--- config.mk ---
export PLATFORM = sky130hd
export DESIGN_NAME = game_step_scheduler
export DESIGN_NICKNAME = d
export VERILOG_FILES = /design/src/rtl/game_step_scheduler.sv
export SDC_FILE = /design/constraint.sdc
export NUM_CORES = 1
export LEC_CHECK = 0
export ABC_AREA = 1
export CORE_MARGIN = 3
export CORE_UTILIZATION = 45
export CTS_CLUSTER_DIAMETER = 50
export DETAILED_ROUTE_END_ITERATION = 7
export GPL_TIMING_DRIVEN = 0
export HOLD_SLACK_MARGIN = 0.03
export SYNTH_ARGS = -nofsm -noshare
export SYNTH_HDL_FRONTEND = slang
export SYNTH_SLANG_ARGS = --single-unit
--- constraint.sdc ---
create_clock -name iClk -period 5.1 [get_ports iClk]
set_input_delay 0.51 -clock iClk [delete_from_list [all_inputs] [get_ports iClk]]
set_output_delay 0.51 -clock iClk [all_outputs]
set_load 0.1 [all_outputs]
--- src/rtl/game_step_scheduler.sv ---
// game_step_scheduler: issues paced step requests while the game is in PLAY,
// commits the latched player direction per step, tracks speed level and stalls.
module game_step_scheduler #(
  parameter logic [2:0]  PLAY_STATE  = 3'd2,
  parameter int unsigned BASE_PERIOD = 12_500_000,
  parameter int unsigned PERIOD_DEC  = 500_000,
  parameter int unsigned MIN_PERIOD  = 2_500_000,
  parameter int unsigned LEVEL_W     = 4,
  parameter int unsigned TIMEOUT     = 1_000_000
) (
  input  logic               iClk,
  input  logic               iRst,
  input  logic [2:0]         iState,
  input  logic               iKey_up,
  input  logic               iKey_down,
  input  logic               iKey_left,
  input  logic               iKey_right,
  input  logic               iScore_evt,
  input  logic               iLevel_clr,
  input  logic               iStep_done,
  output logic               oStep_req,
  output logic [1:0]         oDir,
  output logic [LEVEL_W-1:0] oLevel,
  output logic               oBusy,
  output logic               oStall
);

  typedef enum logic [1:0] {
    S_IDLE,
    S_COUNT,
    S_REQ
  } state_t;

  localparam logic [1:0] D_UP    = 2'b00;
  localparam logic [1:0] D_DOWN  = 2'b01;
  localparam logic [1:0] D_LEFT  = 2'b10;
  localparam logic [1:0] D_RIGHT = 2'b11;

  localparam logic [31:0] BASE_W = 32'(BASE_PERIOD);
  localparam logic [31:0] DEC_W  = 32'(PERIOD_DEC);
  localparam logic [31:0] MIN_W  = 32'(MIN_PERIOD);
  localparam logic [31:0] SPAN_W = BASE_W - MIN_W;
  localparam logic [31:0] TO_W   = 32'(TIMEOUT);

  localparam logic [LEVEL_W-1:0] LVL_MAX = '1;

  state_t             state_q, state_d;
  logic [31:0]        cnt_q, cnt_d;
  logic [31:0]        wait_q, wait_d;
  logic [LEVEL_W-1:0] level_q, level_d;
  logic [1:0]         dir_q, dir_d;
  logic [1:0]         pend_q, pend_d;
  logic               req_q, req_d;
  logic               stall_q, stall_d;

  logic [31:0] dec_amt;
  logic [31:0] period;
  logic [1:0]  cand;
  logic        key_any;
  logic        play;

  assign play = (iState == PLAY_STATE);

  always_comb begin
    dec_amt = 32'(level_q) * DEC_W;
    if (dec_amt >= SPAN_W) begin
      period = MIN_W;
    end else begin
      period = BASE_W - dec_amt;
    end
  end

  // Only the top-priority key is a candidate; a reversal is dropped.
  always_comb begin
    key_any = iKey_up | iKey_down | iKey_left | iKey_right;
    if (iKey_up) begin
      cand = D_UP;
    end else if (iKey_down) begin
      cand = D_DOWN;
    end else if (iKey_left) begin
      cand = D_LEFT;
    end else begin
      cand = D_RIGHT;
    end
    pend_d = pend_q;
    if (key_any && (cand != {dir_q[1], ~dir_q[0]})) begin
      pend_d = cand;
    end
  end

  always_comb begin
    level_d = level_q;
    if (iLevel_clr) begin
      level_d = '0;
    end else if (iScore_evt && (level_q != LVL_MAX)) begin
      level_d = level_q + 1'b1;
    end
  end

  always_comb begin
    state_d = state_q;
    cnt_d   = cnt_q;
    wait_d  = wait_q;
    req_d   = req_q;
    dir_d   = dir_q;
    stall_d = stall_q;
    unique case (state_q)
      S_IDLE: begin
        if (play) begin
          state_d = S_COUNT;
          cnt_d   = '0;
        end
      end
      S_COUNT: begin
        if (!play) begin
          state_d = S_IDLE;
          cnt_d   = '0;
        end else if (cnt_q >= period - 32'd1) begin
          state_d = S_REQ;
          req_d   = 1'b1;
          dir_d   = pend_q;
          wait_d  = '0;
        end else begin
          cnt_d = cnt_q + 32'd1;
        end
      end
      S_REQ: begin
        if (iStep_done) begin
          req_d   = 1'b0;
          cnt_d   = '0;
          state_d = play ? S_COUNT : S_IDLE;
        end else if (wait_q != TO_W) begin
          wait_d = wait_q + 32'd1;
          if (wait_q == TO_W - 32'd1) begin
            stall_d = 1'b1;
          end
        end
      end
      default: begin
        state_d = S_IDLE;
        req_d   = 1'b0;
      end
    endcase
  end

  always_ff @(posedge iClk) begin
    if (iRst) begin
      state_q <= S_IDLE;
      cnt_q   <= '0;
      wait_q  <= '0;
      level_q <= '0;
      dir_q   <= D_RIGHT;
      pend_q  <= D_RIGHT;
      req_q   <= 1'b0;
      stall_q <= 1'b0;
    end else begin
      state_q <= state_d;
      cnt_q   <= cnt_d;
      wait_q  <= wait_d;
      level_q <= level_d;
      dir_q   <= dir_d;
      pend_q  <= pend_d;
      req_q   <= req_d;
      stall_q <= stall_d;
    end
  end

  assign oStep_req = req_q;
  assign oDir      = dir_q;
  assign oLevel    = level_q;
  assign oBusy     = (state_q != S_IDLE);
  assign oStall    = stall_q;

endmodule

Word-level counts from Yosys, hierarchy flattened
Cells that the tools add are included.
{"block": "op_classes", "n_bitwise": 6, "n_reduce_logical": 13, "n_mux": 23, "addsub": 5, "eq_ne": 15, "magnitude_cmp": 1, "multipliers": 1}
{"op": "$mux 32", "count": 8}
{"op": "$pmux 32 s3", "count": 1}
{"op": "$add 32x1->32 const B", "count": 2}
{"op": "$pmux 32 s2", "count": 1}
{"op": "$eq 32x20->1 const B", "count": 1}
{"op": "$ge 32x32->1", "count": 1}
{"op": "$ne 32x20->1 const B", "count": 1}
{"op": "$sub 25x2->26 const B", "count": 1}
{"op": "$sub 24x23->25 const A", "count": 1}
{"op": "$mul 4x14->18 const B", "count": 1}
{"op": "$mux 2", "count": 6}
{"op": "$ne 2x2->1 const B", "count": 6}
{"op": "$reduce_and 4->1", "count": 3}
{"op": "$ne 3x3->1 const B", "count": 2}
{"op": "$pmux 2 s3", "count": 1}
{"op": "$reduce_and 3->1", "count": 2}
{"op": "$mux 1", "count": 5}
{"op": "$reduce_and 5->1", "count": 1}
{"op": "$add 4x1->4 const B", "count": 1}
{"op": "$ne 4x4->1 const B", "count": 1}
{"op": "$reduce_bool 2->1", "count": 2}
{"op": "$eq 3x2->1 const B", "count": 1}
{"op": "$not 1->1", "count": 3}
{"op": "$or 1x1->1", "count": 3}
{"op": "8 further kinds", "count": 9}
{"block": "word_totals", "ff_bits": 76, "input_bits": 12, "output_inout_bits": 9, "wordCells": 72}

Logic depth before layout (Yosys ltp)
{"block": "logic_depth", "ltp_word": 7, "mapped_depth": 32, "ltp_nobuf": 31}

Least setup slack after synthesis
Ideal clock, no wire load.
{"block": "synth_timing", "path_kind": "register to register", "from": "register level_q[2], in the netlist oLevel[2]", "to": "register cnt_q[18]", "path_stages_with_launch": 27, "synth_period_minus_slack_ps": 5380, "slack_ps": -280, "path_buffers": 1, "arrival_ps": 5310, "required_ps": 5030, "setup_ps": 70, "path_cell_list": "dfxtp_1 > inv_1 > ha_1 > fa_1 > inv_1 > fa_1 > xnor2_1 > nand2_1 > nor2_1 > nand2_1 > nand2_1 > nand2_1 > inv_1 > nand2_1 > nor2_1 > nand2_1 > o21ai_1 > ha_1 > a21o_1 > nor2_1 > a21oi_1 > nor2_1 > nand2_2 > nand2_4 > clkbuf_1 > nand4_1 > a21oi_1"}
{"block": "synth_between", "elab_chain_len": 6}
{"item": "start: declaration", "line": "50", "source": "logic [LEVEL_W-1:0] level_q, level_d;"}
{"item": "start signal: assignment", "line": "160", "source": "level_q <= level_d;"}
{"item": "$mul 4x14->18", "line": "65", "source": "dec_amt = 32'(level_q) * DEC_W;"}
{"item": "$sub 24x23->25", "line": "69", "source": "period = BASE_W - dec_amt;"}
{"item": "$sub 25x2->26", "line": "118", "source": "end else if (cnt_q >= period - 32'd1) begin"}
{"item": "$ge 32x32->1", "line": "118"}
{"item": "$ne 3x3->1 (no line)"}
{"item": "$reduce_and 4->1 (no line)"}
{"item": "end signal: assignment", "line": "158", "source": "cnt_q <= cnt_d;"}
{"item": "end: declaration", "line": "48", "source": "logic [31:0] cnt_q, cnt_d;"}
Every way passes these cells.
A chain may end at the register's enable or synchronous reset.

Final worst setup path
{"block": "layout_timing", "from": "register level_q[1], in the netlist oLevel[1]", "to": "register cnt_q[14]"}
The elaborated chain is that of the path after synthesis.

==> flow_metrics.env <==
export IMPL_drc=0
export IMPL_detail_route_antenna_nets=0
export IMPL_cts_root_buf="clkbuf_16"
export IMPL_critical_path_max_fanout=10
export IMPL_path_clk_slew_ns=0.06
export IMPL_crit_start="oLevel[1]"
export IMPL_yosysTopAreaCell="dfxtp_1"
export IMPL_clock_skew_ns=0.00796
export IMPL_syn_avg_cell_area_um2=6.21
export IMPL_layout_drive_gt1_share_pct=7.59
export IMPL_regArea_um2=1530
export IMPL_cts_hold_buf=0
export IMPL_p_leak_nw=2.98
export IMPL_port_buffers=20
export IMPL_synthCells=1124
export IMPL_cp_start_kind="flip-flop"
export IMPL_cp_slowest_stage_delay_ns=0.55
export IMPL_setup_viol=0
export IMPL_fmax_mhz=210
export IMPL_cap_viol_max_count=0
export IMPL_relSlewSlack_pct=35.0
export IMPL_r2r_start="oLevel[1]"
export IMPL_final_util_pct=53.1
export IMPL_clock_sinks=76
export IMPL_wl_per_cell_um=14.3
export IMPL_p_per_area_nw_per_um2=186
export IMPL_worstHoldStart="oStall"
export IMPL_cts_made_buffers=9
export IMPL_insertedDiodeCount=0
export IMPL_syn_area_um2=6980
export IMPL_yosysSeqAreaShare_pct=21.8
export IMPL_drtIter0Drc=594
export IMPL_fp_dieH_um=131
export IMPL_ys_warn_count=0
export IMPL_synth_edf_count=0
export IMPL_antenna_found_initial=0
export IMPL_core_area_um2=14900
export IMPL_ys_seq_elements=76
export IMPL_clock_path_buffers=2
export IMPL_via_per_inst=5.29
export IMPL_ys_flop_type="dfxtp_1"
export IMPL_grt_pass1_vias=6536
export IMPL_yosys_area_top_type_share_pct=21.8
export IMPL_start_util_pct=47.0
export IMPL_multi_input_area_um2=4950
export IMPL_synth_distinct_cells=47
export IMPL_period_minus_slack_ns=4.76
export IMPL_finalNetCount=1236
export IMPL_power_total_mw=1.47
export IMPL_place_hpwl_um=15300
export IMPL_async_flop_share_pct=0
export IMPL_htreeDepth=3
export IMPL_drtPass1Iterations=5
export IMPL_drt_total_wl_um=19400
export IMPL_fin_crit_sh_pct=93.3
export IMPL_end_kind="flip-flop"
export IMPL_gp_congestion=0.958
export IMPL_crit_slowest_cell="fa_1"
export IMPL_fin_ws_ns=0.343
export IMPL_synth_area_top_cells="dfxtp_1, nand2_1, ha_1"
export IMPL_whs_ns=0.459
export IMPL_grt_pass1_wl_um=32400
export IMPL_critPathKind="reg2reg"
export IMPL_grt_use_total_pct=23.8
export IMPL_die_w_um=131
export IMPL_cts_tree="built"
export IMPL_arrival_ns=5.05
export IMPL_area_growth_pct=13.0
export IMPL_status="finished clean"
export IMPL_vdd_drop_max_uv=162
export IMPL_place_ws_ns=-0.460
export IMPL_drv_slew=0
export IMPL_tightest_slew_ns=0.972
export IMPL_required_ns=5.39
export IMPL_rows=44
export IMPL_grt_max_degree=16
export IMPL_grt_overflow_total=0
export IMPL_crit_path_frequent_cell="nand2_1"
export IMPL_hp_class="reg2reg"
export IMPL_fillers=1558
export IMPL_vias=7168
export IMPL_clk_latency_ns=0.36
export IMPL_io_pins=21
export IMPL_grt_setup_unrepaired="yes"
export IMPL_dieArea_um2=17000
export IMPL_hold_violations=0
## power by group
group | switching (mW) | internal (mW) | total [mW]
registers | 0.00731 | 0.598 | 0.605
clock network | 0.298 | 0.387 | 0.685
logic | 0.117 | 0.0607 | 0.178
## sequential cells by signal, indices dropped and copies added (netlist names)
register   cells
cnt_q         32
oDir           2
oLevel         4
oStall         1
oStep_req      1
pend_q         2
state_q        2
wait_q        32
## kinds of logic (layout without fill, tap and decap cells)
family,Yosys count,in the layout,synth area share [%]
adder cells (fa/ha/maj),57,57,10.8
buffers and inverters,145,186,8.73
other,1,8,0.0537
AO/OA/AOI/OAI,131,131,10.3
flip-flops,76,76,21.8
AND/OR/NAND/NOR,663,663,42.0
XOR/XNOR,51,51,6.40
## cells in the final DEF, fill, tap and decap left out, types with 3 or more instances in the layout
cell and n:
nor2_2 12, xnor2_1 16, clkdlybuf4s50_1 20, o21a_1 3
inv_1 106, nor2_4 3, clkbuf_1 14, dfxtp_1 73
a21oi_1 87, buf_6 7, nand3_1 95, nand4_1 34
conb_1 8, xor2_1 34, nand2_4 3, buf_4 8
nor4_1 5, o21ai_0 14, nor2_1 143, buf_2 3
inv_2 7, inv_6 3, o21ai_1 12, nor3_1 45
or2_2 4, nand2_1 297, fa_1 4, clkbuf_16 9
nand3b_1 6, ha_1 50
## through the flow
stage,TNS [ns],instance area [µm²],cells
after CTS,0,7770,1351
after global routing,-0.0899,7890,1356
final,0,7890,1356
after global placement,-17.27,7440,1335
after detailed placement,-18.10,7440,1335
after floorplan,0,7010,1131
## critical path: cells and delay by family (launching register included)
family	cells	cell delay (ns)
adders and majority gates	4	1.56
DFF	1	0.40
xor gates and xnor gates	1	0.25
and+or+nand+nor	15	1.53
buffers and inverters	4	0.39
AOI/OAI and AO/OA	4	0.54
## layout make-up
class	instances	area share, %
Multi-Input combinational cell	910	62.7
Sequential cell	76	19.4
Inverter	116	5.58
Timing Repair Buffer	25	3.17
Tap cell	184	2.92
Clock buffer	9	2.85
Buffer	29	2.30
Clock inverter	7	1.05
## cell usage after synthesis, types with 2 or more instances
master and number:
nand2_1 298, nor2_1 147, inv_1 107, nand3_1 95, a21oi_1 89, dfxtp_1 76, ha_1 52, nor3_1 46
nand4_1 34, xor2_1 34, xnor2_1 17, clkbuf_1 16, o21ai_0 14, o21ai_1 12, nor2_2 8, buf_6 7
inv_2 7, nand3b_1 6, fa_1 5, nor4_1 5, buf_2 4, nand2_4 4, or2_2 4, nor2_4 3
o21a_1 3, a21oi_4 2, and2_1 2, and3_1 2, buf_4 2, clkinv_1 2, nand3_2 2, nor3b_1 2
o211ai_1 2, o21bai_1 2
## final timing paths
kind                                   to  slack (ns)  cells past startpoint
worst max-delay path            cnt_q[14]        0.34                     28
worst min-delay path               oStall        0.46                      2
worst max register to register  cnt_q[14]        0.34                     28
worst min register to register     oStall        0.46                      2
## routing by layer
| metal | track usage, % | up-vias | wire length [µm] |
|---|---|---|---|
| met2 | 36.6 | 181 | 8140 |
| met4 | 7.08 | 0 | 427 |
| met1 | 34.4 | 3180 | 9890 |
| li1 | - | 3772 | - |
| met3 | 3.54 | 35 | 983 |
| met5 | 0 | - | 0 |
## repair_timing
action,CTS,global route
resized for setup,7,23
endpoints found under the setup margin,65,68
buffers inserted,0,5
pin swaps,0,2
Power figures use the tool's default switching activity.
